File: config.mk
export PLATFORM = sky130hd
export DESIGN_NAME = envio_serial_multicanal
export DESIGN_NICKNAME = d
export VERILOG_FILES = /design/src/rtl/envio_serial_pkg.sv /design/src/rtl/envio_serial_multicanal_contador_m.sv /design/src/rtl/envio_serial_multicanal.sv
export SDC_FILE = /design/constraint.sdc
export NUM_CORES = 1
export LEC_CHECK = 0
export CAP_MARGIN = 25
export CELL_PAD_IN_SITES_DETAIL_PLACEMENT = 1
export CELL_PAD_IN_SITES_GLOBAL_PLACEMENT = 2
export CORE_ASPECT_RATIO = 0.5
export CORE_UTILIZATION = 29
export DETAILED_ROUTE_END_ITERATION = 7
export HOLD_SLACK_MARGIN = 0.1
export PLACE_DENSITY = 0.84
export RECOVER_POWER = 100
export SYNTH_ARGS = -nofsm -noshare
export SYNTH_HDL_FRONTEND = slang
export SYNTH_SLANG_ARGS = --single-unit
export TNS_END_PERCENT = 20
File: constraint.sdc
create_clock -name clock -period 3.6 [get_ports clock]
set_input_delay 0.36 -clock clock [delete_from_list [all_inputs] [get_ports clock]]
set_output_delay 0.36 -clock clock [all_outputs]
set_load 0.01 [all_outputs]
File: src/rtl/envio_serial_pkg.sv
// Shared definitions for the multichannel serial dump engine: FSM encoding,
// end-of-frame marker, default channel tags and width helpers.
package envio_serial_pkg;

    typedef enum logic [3:0] {
        S_IDLE,
        S_SELECIONA,
        S_LE,
        S_CARREGA,
        S_ENVIA,
        S_ESPERA,
        S_PROXIMO,
        S_FIM_QUADRO,
        S_FIM
    } estado_t;

    localparam logic [31:0] FIM_QUADRO  = '1;
    localparam logic [1:0]  TAGS_PADRAO = 2'b10;

    function automatic int clog2(input int valor);
        int r;
        r = 0;
        while ((1 << r) < valor) r++;
        return r;
    endfunction

    // Never returns zero so every port keeps at least one bit.
    function automatic int largura(input int valor);
        return (clog2(valor) < 1) ? 1 : clog2(valor);
    endfunction

endpackage

File: src/rtl/envio_serial_multicanal_contador_m.sv
// contador_m: modulo-M up counter with synchronous clear, used as the
// per-channel read address of the dump engine.
module contador_m
    import envio_serial_pkg::*;
#(
    parameter int M = 15,
    parameter int N = 4
)(
    input  logic         clock,
    input  logic         reset,
    input  logic         zera_s,
    input  logic         conta,
    output logic [N-1:0] Q
);

    localparam logic [N-1:0] ULTIMO = N'(M - 1);

    logic [N-1:0] r_q;

    always_ff @(posedge clock) begin
        if (!reset || zera_s) begin
            r_q <= '0;
        end else if (conta) begin
            r_q <= (r_q == ULTIMO) ? '0 : r_q + 1'b1;
        end
    end

    assign Q = r_q;

endmodule

File: src/rtl/envio_serial_multicanal.sv
// envio_serial_multicanal: scans NUM_CH memories and feeds tagged words to the
// 7O1 transmitter. Define ENVIO_SERIAL_FIM_QUADRO_EN to append an all-ones marker.
module envio_serial_multicanal
    import envio_serial_pkg::*;
#(
    parameter int NUM_CH    = 2,
    parameter int ADDR_W    = 4,
    parameter int DEPTH     = 15,
    parameter int PAYLOAD_W = 6,
    parameter int WORD_W    = 7,
    parameter logic [NUM_CH*(WORD_W-PAYLOAD_W)-1:0] TAGS = TAGS_PADRAO
)(
    input  logic                                   clock,
    input  logic                                   reset,
    input  logic                                   inicio,
    input  logic                                   aborta,
    input  logic [NUM_CH*ADDR_W-1:0]               comprimentos,
    output logic [largura(NUM_CH)-1:0]             rd_ch,
    output logic [ADDR_W-1:0]                      rd_addr,
    input  logic [PAYLOAD_W-1:0]                   rd_data,
    output logic                                   tx_partida,
    output logic [WORD_W-1:0]                      tx_dados,
    input  logic                                   tx_pronto,
    output logic                                   ocupado,
    output logic                                   fim,
    output logic                                   abortado,
    output logic [largura(NUM_CH*DEPTH+2)-1:0]     enviados
);

    localparam int TAG_W = WORD_W - PAYLOAD_W;
    localparam int LEN_W = ADDR_W + 1;
    localparam int CH_W  = largura(NUM_CH);
    localparam int CHX_W = largura(NUM_CH + 1);
    localparam int ENV_W = largura(NUM_CH*DEPTH+2);

    localparam logic [LEN_W-1:0] DEPTH_L   = LEN_W'(DEPTH);
    localparam logic [CHX_W-1:0] NUM_CH_L  = CHX_W'(NUM_CH);
    localparam logic [CHX_W-1:0] ULTIMO_CH = CHX_W'(NUM_CH - 1);

    estado_t           r_estado;
    logic [CHX_W-1:0]  r_ch;
    logic [LEN_W-1:0]  r_len [NUM_CH];
    logic [WORD_W-1:0] r_tx_dados;
    logic [ENV_W-1:0]  r_enviados;
    logic              r_partida;
    logic              r_ocupado;
    logic              r_fim;
    logic              r_abortado;
`ifdef ENVIO_SERIAL_FIM_QUADRO_EN
    logic              r_marcador;
`endif

    logic [LEN_W-1:0]  w_len_clamp [NUM_CH];
    logic [LEN_W-1:0]  w_len_atual;
    logic [TAG_W-1:0]  w_tag;
    logic [ADDR_W-1:0] w_addr;
    logic              w_passou;
    logic              w_fim_canal;
    logic              w_avanca_sel;
    logic              w_avanca_prox;
    logic              w_conta;
    logic              w_zera;

    always_comb begin
        w_len_atual = '0;
        w_tag       = '0;
        for (int unsigned i = 0; i < NUM_CH; i++) begin
            w_len_clamp[i] = ({1'b0, comprimentos[i*ADDR_W +: ADDR_W]} > DEPTH_L)
                           ? DEPTH_L : {1'b0, comprimentos[i*ADDR_W +: ADDR_W]};
            if (r_ch == CHX_W'(i)) begin
                w_len_atual = r_len[i];
                w_tag       = TAGS[i*TAG_W +: TAG_W];
            end
        end
    end

    // r_ch reaches NUM_CH after the last channel; that is the "past the end" marker.
    assign w_passou      = (r_ch >= NUM_CH_L);
    assign w_fim_canal   = (({1'b0, w_addr} + 1'b1) == w_len_atual);
    assign w_avanca_sel  = (r_estado == S_SELECIONA) && !w_passou && (w_len_atual == '0);
    assign w_avanca_prox = (r_estado == S_PROXIMO) && !aborta && w_fim_canal;
    assign w_conta       = (r_estado == S_PROXIMO) && !aborta && !w_fim_canal;
    assign w_zera        = w_avanca_sel || w_avanca_prox || ((r_estado == S_IDLE) && inicio);

    contador_m #(
        .M(DEPTH),
        .N(ADDR_W)
    ) u_contador (
        .clock  (clock),
        .reset  (reset),
        .zera_s (w_zera),
        .conta  (w_conta),
        .Q      (w_addr)
    );

    always_ff @(posedge clock) begin
        if (!reset) begin
            r_estado   <= S_IDLE;
            r_ch       <= '0;
            r_tx_dados <= '0;
            r_enviados <= '0;
            r_partida  <= 1'b0;
            r_ocupado  <= 1'b0;
            r_fim      <= 1'b0;
            r_abortado <= 1'b0;
`ifdef ENVIO_SERIAL_FIM_QUADRO_EN
            r_marcador <= 1'b0;
`endif
            for (int unsigned i = 0; i < NUM_CH; i++) r_len[i] <= '0;
        end else begin
            r_partida <= 1'b0;
            r_fim     <= 1'b0;
            case (r_estado)
                S_IDLE: begin
                    if (inicio) begin
                        for (int unsigned i = 0; i < NUM_CH; i++) r_len[i] <= w_len_clamp[i];
                        r_ch       <= '0;
                        r_enviados <= '0;
                        r_abortado <= 1'b0;
                        r_ocupado  <= 1'b1;
`ifdef ENVIO_SERIAL_FIM_QUADRO_EN
                        r_marcador <= 1'b0;
`endif
                        r_estado   <= S_SELECIONA;
                    end
                end
                S_SELECIONA: begin
                    if (!w_passou && (w_len_atual != '0)) begin
                        r_estado <= S_LE;
                    end else begin
                        if (!w_passou) r_ch <= r_ch + 1'b1;
                        // An empty last channel ends the scan in the same cycle it is skipped.
                        if (w_passou || (r_ch == ULTIMO_CH)) begin
`ifdef ENVIO_SERIAL_FIM_QUADRO_EN
                            r_estado  <= S_FIM_QUADRO;
`else
                            r_estado  <= S_FIM;
                            r_fim     <= 1'b1;
                            r_ocupado <= 1'b0;
`endif
                        end
                    end
                end
                S_LE: begin
                    r_estado <= S_CARREGA;
                end
                S_CARREGA: begin
                    r_tx_dados <= {w_tag, rd_data};
                    r_partida  <= 1'b1;
                    r_estado   <= S_ENVIA;
                end
`ifdef ENVIO_SERIAL_FIM_QUADRO_EN
                S_FIM_QUADRO: begin
                    r_tx_dados <= FIM_QUADRO[WORD_W-1:0];
                    r_marcador <= 1'b1;
                    r_partida  <= 1'b1;
                    r_estado   <= S_ENVIA;
                end
`endif
                S_ENVIA: begin
                    r_estado <= S_ESPERA;
                end
                S_ESPERA: begin
                    if (tx_pronto) begin
                        r_enviados <= r_enviados + 1'b1;
`ifdef ENVIO_SERIAL_FIM_QUADRO_EN
                        if (r_marcador) begin
                            r_estado  <= S_FIM;
                            r_fim     <= 1'b1;
                            r_ocupado <= 1'b0;
                        end else begin
                            r_estado  <= S_PROXIMO;
                        end
`else
                        r_estado   <= S_PROXIMO;
`endif
                    end
                end
                S_PROXIMO: begin
                    if (aborta) begin
                        r_abortado <= 1'b1;
                        r_estado   <= S_FIM;
                        r_fim      <= 1'b1;
                        r_ocupado  <= 1'b0;
                    end else if (w_fim_canal) begin
                        r_ch     <= r_ch + 1'b1;
                        r_estado <= S_SELECIONA;
                    end else begin
                        r_estado <= S_LE;
                    end
                end
                S_FIM: begin
                    r_estado <= S_IDLE;
                end
                default: begin
                    r_estado <= S_IDLE;
                end
            endcase
        end
    end

    assign rd_ch      = r_ch[CH_W-1:0];
    assign rd_addr    = w_addr;
    assign tx_partida = r_partida;
    assign tx_dados   = r_tx_dados;
    assign ocupado    = r_ocupado;
    assign fim        = r_fim;
    assign abortado   = r_abortado;
    assign enviados   = r_enviados;

endmodule

; ---- Word level (Yosys, flattened, before mapping)
; Memories as Yosys holds them, arrays and structs flattened.
; Index checks and enable logic that the tools add are counted.
[totals]
ff_bits = 26
ramBits = 8
out_inout_bits = 21
memories = 1
[op_classes]
add_sub_neg = 4
magnitude_cmp = 1
n_eq_ne = 18
muxes = 40
bitwise = 2
n_reduce_logical = 27
[memory_table]
columns = memory, words, width, rd, rd_ports_with_merged_regs, wr, line
row1 = r_len, 2, 4, 2, 0, 2, envio_serial_multicanal.sv:42  ; logic [LEN_W-1:0] r_len [NUM_CH];
[op_table]
columns = op, count
row1 = $mux W4, 8
row2 = $pmux W4 S7, 1
row3 = $mux W5, 4
row4 = $mux W1, 16
row5 = $ne A2 B2 Y1 const B, 7
row6 = $eq A4 B3 Y1 const B, 3
row7 = $mux W2, 6
row8 = $pmux W5 S2, 1
row9 = $reduce_and A3 Y1, 3
row10 = $eq A4 B2 Y1 const B, 2
row11 = $logic_and A1 B1 Y1, 7
row12 = $pmux W2 S3, 1
row13 = $reduce_and A6 Y1, 1
row14 = $add A4 B1 Y5 const B, 1
row15 = $add A5 B1 Y5 const B, 1
row16 = $eq A5 B5 Y1, 1
row17 = $logic_not A5 Y1, 1
row18 = $reduce_and A5 Y1, 1
row19 = $reduce_bool A5 Y1, 1
row20 = $add A4 B1 Y4 const B, 1
row21 = $eq A4 B1 Y1 const B, 1
row22 = $eq A4 B4 Y1 const B, 1
row23 = $logic_not A1 Y1, 4
row24 = $logic_not A4 Y1, 1
row25 = 12 further kinds, 18

; ---- Logic depth before layout (Yosys ltp)
[logic_depth]
ltp_word = 8
mapped_depth = 9

; ---- Cells and area by module
; A second synthesis with hierarchy kept.
[hier_totals]
cells_unflattened = 186
hier_area_um2 = 1773.0
[by_module_without_submodules]
columns = mod, instances, cells_each, area_per_inst_um2, seq_area_each_um2
row1 = envio_serial_multicanal, 1, 167, 1591.5, 680.7
row2 = contador_m, 1, 19, 181.4, 80.1

; ---- Worst setup path before layout
; OpenSTA, ideal clock, no wires.
[synth_timing]
kind = register to register
from = register u_contador.r_q[0] (netlist: u_contador.Q[0])
to = register r_ch[1]
arrival_ps = 2516
required_time_ps = 3508
setup_slack_ps = 991
path_stages_with_launch = 9
period_less_slack_ps = 2609
cell_sequence = dfxtp_1 inv_1 ha_1 and4bb_1 nand2_1 a32o_1 or4b_1 o31a_1 o32ai_1
[synth_via]
elab_chain_len = 4
[synth_lines]
columns = element, line
row1 = from (decl), envio_serial_multicanal_contador_m.sv:18  ; logic [N-1:0] r_q;
row2 = from (signal assigned), envio_serial_multicanal_contador_m.sv:24  ; r_q <= (r_q == ULTIMO) ? '0 : r_q + 1'b1;
row3 = $add A4 B1 Y5, envio_serial_multicanal.sv:79  ; assign w_fim_canal = (({1'b0, w_addr} + 1'b1) == w_len_atual);
row4 = $eq A5 B5 Y1, envio_serial_multicanal.sv:79
row5 = $ne A2 B2 Y1 (no line), -
row6 = $reduce_and A6 Y1 (no line), -
row7 = to (signal assigned), envio_serial_multicanal.sv:131  ; if (!w_passou) r_ch <= r_ch + 1'b1;
row8 = to (signal assigned), envio_serial_multicanal.sv:186  ; r_ch <= r_ch + 1'b1;
row9 = to (decl), envio_serial_multicanal.sv:41  ; logic [CHX_W-1:0] r_ch;
; No other way between the ends.
; A chain may end at the register's enable or synchronous reset.

; ---- Worst setup path in the final report
; Ends and elaborated chain as after synthesis.

==> impl_summary.txt <==
----------------------------------------------------
[Status]
  Result of the run ... finished clean

[Logic synthesis]
  Share of synthesized cell area in and, or, nand and nor gates ... 26.3%
  Mux share of post-synthesis cell area ... 3.87%
  Post-synth cell types ... 41
  Share of synthesized registers carrying an async set or reset ... 0%
  Share of the yosys chip area belonging to registers ... 42.0%
  Compound-gate portion of the synthesized area ... 16.0%
  Arithmetic-cell share of the synthesized area counting full adders, half adders and majority gates ... 4.15%
  Cell Area, Synth ... 1810 µm²
  Top flip-flop cell by instance count after synthesis ... sky130_fd_sc_hd__dfxtp_1
  Number of standard cells after synthesis ... 210
  Mapped Avg Cell Area ... 8.62 µm²
  Count of flip-flops with a built-in enable after synthesis ... 8
  Combinational family with the most area after synthesis ... simple AND/OR/NAND/NOR gates
  Syn_nets ... 235
  Post-synthesis share of cell area spent on xor and xnor gates ... 3.39%
  Synth warn ... 0
  Number of synthesized register bits ... 34

[Timing]
  Max frequency ... 322 MHz
  Final setup TNS ... 0 ps
  Least-Margin Pin Slew ... 1240 ps
  Worst slack on hold paths ... 450 ps
  Setup repair after global routing missed its margin ... false
  Final setup violation count ... 0
  Max Slew Vio Count ... 0
  Tmin final ... 3110 ps
  Headroom to the max-slew limit ... 16.7%
  Final Hold Vio Count ... 0
  Crit share post-route ... 86.4%
  Clock skew ... 3.26 ps

[Detailed routing]
  Vias ... 1,656
  Number of DRC violations after detailed routing ... 0
  Vias per inst ... 4.97
  Routed length per instance ... 14.3 µm
  Iteration-0 DRC Markers ... 44
  First drt pass iteration count ... 4
  Routed Antenna Nets ... 0
  Aggregate routed wire length ... 4.77 mm

[Floorplan]
  Count of boundary I/O pins ... 40
  Floorplan die area ... 6580 µm²
  Die width ... 114 µm
  Die Y-Extent ... 57.9 µm
  Rows ... 19
  Core area ... 5750 µm²
  Initial Utilization ... 31.5%

[Placement]
  Final estimated routing congestion in global placement ... 0.807
  Port Buf Inserts ... 39
  HPWL Detailed ... 3.70 mm

[Global routing]
  Global-route congestion overflow total ... 0
  Antenna violations before repair ... 0
  Met1 Usage GRT ... 20.2%
  Maximum number of pins on one net before global-route repair ... 15
  Grt peak-use layer ... met2
  Met2 Track Usage GR ... 26.8%
  Global-route wire length before repair ... 7.98 mm
  Met3 Track Usage GR ... 2.93%
  Via count of the first global-routing pass ... 1,648
  Total track usage ... 15.5%

[Finish]
  Commonest cells after routing, fill and taps aside ... sky130_fd_sc_hd__dfxtp_1, sky130_fd_sc_hd__nor2_1, sky130_fd_sc_hd__dlygate4sd3_1
  Ant. Diodes ... 0
  Most common cell after layout, fill and taps aside ... sky130_fd_sc_hd__dfxtp_1
  Core Util, Final ... 41.8%
  Share of layout cells above drive strength 1 ... 2.81%
  Relative area change from synthesis to final layout ... 33.0%
  Number of nets in the layout ... 273
  Fill cells ... 691

[Worst setup path]
  Highest cell delay on the worst timing path ... 510 ps
  Required time at the worst-slack endpoint ... 3780 ps
  Crit-path max FO ... 11
  Combined buffer and inverter count along the critical path ... 2
  Family of cells with the greatest summed delay on the critical path ... compound AO/OA/AOI/OAI gates
  Critical Path End Type ... register
  Start-to-end type of the worst setup path ... register to register
  Arrival time at the worst endpoint ... 3290 ps
  Cell-by-cell trace of the critical path ... inv_1 > ha_1 > and4bb_1 > nand2_1 > a32o_1 > or4b_1 > clkbuf_1 > o31a_1 > o32ai_1
  Worst path slowest cell ... sky130_fd_sc_hd__or4b_1
  Critical path launch point type ... register

[Clock tree]
  Number of sinks handled by clock tree synthesis ... 34
  Clk pin slew, worst setup/hold paths ... 50 ps
  Root buf cell ... sky130_fd_sc_hd__clkbuf_16
  Maximum buffer depth of the clock tree ... 2
  Clock tree from TritonCTS ... yes
  Hold_buf cts ... 0
  Setup bufs post-CTS ... 0
  Number of gates given a new drive strength after cts ... 0
  Worst skew pair latency ... 270 ps
  H-tree depth ... 2
  Number of buffers inserted during clock tree synthesis ... 5

[Power and ir drop]
  IR drop worst, VDD ... 0.179 mV
  Power per Cell Area ... 417 nW/µm²
  Static leakage ... 0.907 nW

[Worst hold path]
  Type of the worst min-delay path ... register to register

[Job]
  Number of maximum-capacitance violations ... 0

----------------------------------------------------
[path summary, 6_finish.rpt]
kind,to,slack (ps),cells past startpoint,startpoint
setup reg to reg,r_ch[1],490,9,u_contador.Q[0]
hold reg to reg,abortado,450,2,abortado
hold / removal,abortado,450,2,abortado
setup / recovery,r_ch[1],490,9,u_contador.Q[0]
[metrics by stage]
step	instances	power, W	setup slack [ps]	cell area (µm²)
4_1_cts	333	0.00102	664	2420
2_1_floorplan	210	0.000546	991	1810
3_3_place_gp	325	0.000607	801	2280
5_1_grt	333	0.00106	299	2410
3_5_place_dp	325	0.000612	681	2280
6_report	333	0.00100	490	2410
[registers in the layout, summed over array words and instances, names as in the netlist, 2 cells and up]
signal and flops:
r_estado 4, r_len 8, u_contador.Q 4, r_ch 2, enviados 5, tx_dados 7
[area by class of cell]
| type | count | area, µm² | share of cell area [%] |
|---|---|---|---|
| flip-flops and latches | 34 | 761 | 31.6 |
| multi-input cells | 156 | 967 | 40.2 |
| inverters | 11 | 41.3 | 1.72 |
| well taps | 84 | 105 | 4.37 |
| clock buffers | 6 | 129 | 5.35 |
| clock inverters | 2 | 10.0 | 0.416 |
| repair buffers | 40 | 394 | 16.4 |
[layer usage]
metal	share of wire, %	vias to the layer above
li1	-	836
met1	50	794
met2	46	22
met3	3.0	4
met4	0.63	0
met5	0	-
[Yosys cell counts (3+ instances only)]
| cell | n | area, µm² |
|---|---|---|
| sky130_fd_sc_hd__inv_1 | 11 | 41.3 |
| sky130_fd_sc_hd__ha_1 | 6 | 75.1 |
| sky130_fd_sc_hd__a31oi_1 | 4 | 25.0 |
| sky130_fd_sc_hd__nor4_1 | 3 | 18.8 |
| sky130_fd_sc_hd__nand3b_1 | 3 | 22.5 |
| sky130_fd_sc_hd__a21oi_1 | 13 | 65.1 |
| sky130_fd_sc_hd__nand4_1 | 5 | 31.3 |
| sky130_fd_sc_hd__mux2i_1 | 7 | 70.1 |
| sky130_fd_sc_hd__a22oi_1 | 4 | 30.0 |
| sky130_fd_sc_hd__and3_1 | 3 | 18.8 |
| sky130_fd_sc_hd__and2_1 | 9 | 56.3 |
| sky130_fd_sc_hd__nand2b_1 | 3 | 18.8 |
| sky130_fd_sc_hd__nor2_1 | 23 | 86.3 |
| sky130_fd_sc_hd__or3_1 | 3 | 18.8 |
| sky130_fd_sc_hd__o31ai_1 | 3 | 22.5 |
| sky130_fd_sc_hd__nor3_1 | 4 | 20.0 |
| sky130_fd_sc_hd__o21ai_0 | 8 | 40.0 |
| sky130_fd_sc_hd__clkbuf_1 | 7 | 26.3 |
| sky130_fd_sc_hd__dfxtp_1 | 26 | 521 |
| sky130_fd_sc_hd__edfxtp_1 | 8 | 240 |
| sky130_fd_sc_hd__nand3_1 | 7 | 35.0 |
| sky130_fd_sc_hd__nand2_1 | 21 | 78.8 |
| sky130_fd_sc_hd__xor2_1 | 5 | 43.8 |
[cells by family after synthesis]
kind of cell / after synthesis
muxes: 7
adders and majority gates: 6
AOI/OAI and AO/OA: 44
DFF: 34
buffers and inverters: 20
xor gates and xnor gates: 7
and+or+nand+nor: 92
[power breakdown]
group          switching (W)  internal [W]  leakage [nW]
logic              0.0000933     0.0000727         0.539
clock network       0.000151      0.000254        0.0706
registers          0.0000205      0.000412         0.297
[worst register-to-register path, delay by kind of cell (launching register included)]
family          cells  cell delay, ps
fa+ha+maj           1             390
compound gates      3             890
buf+inv             2             400
flops               1             460
simple gates        3             880
(Power assumes the default switching activity.)
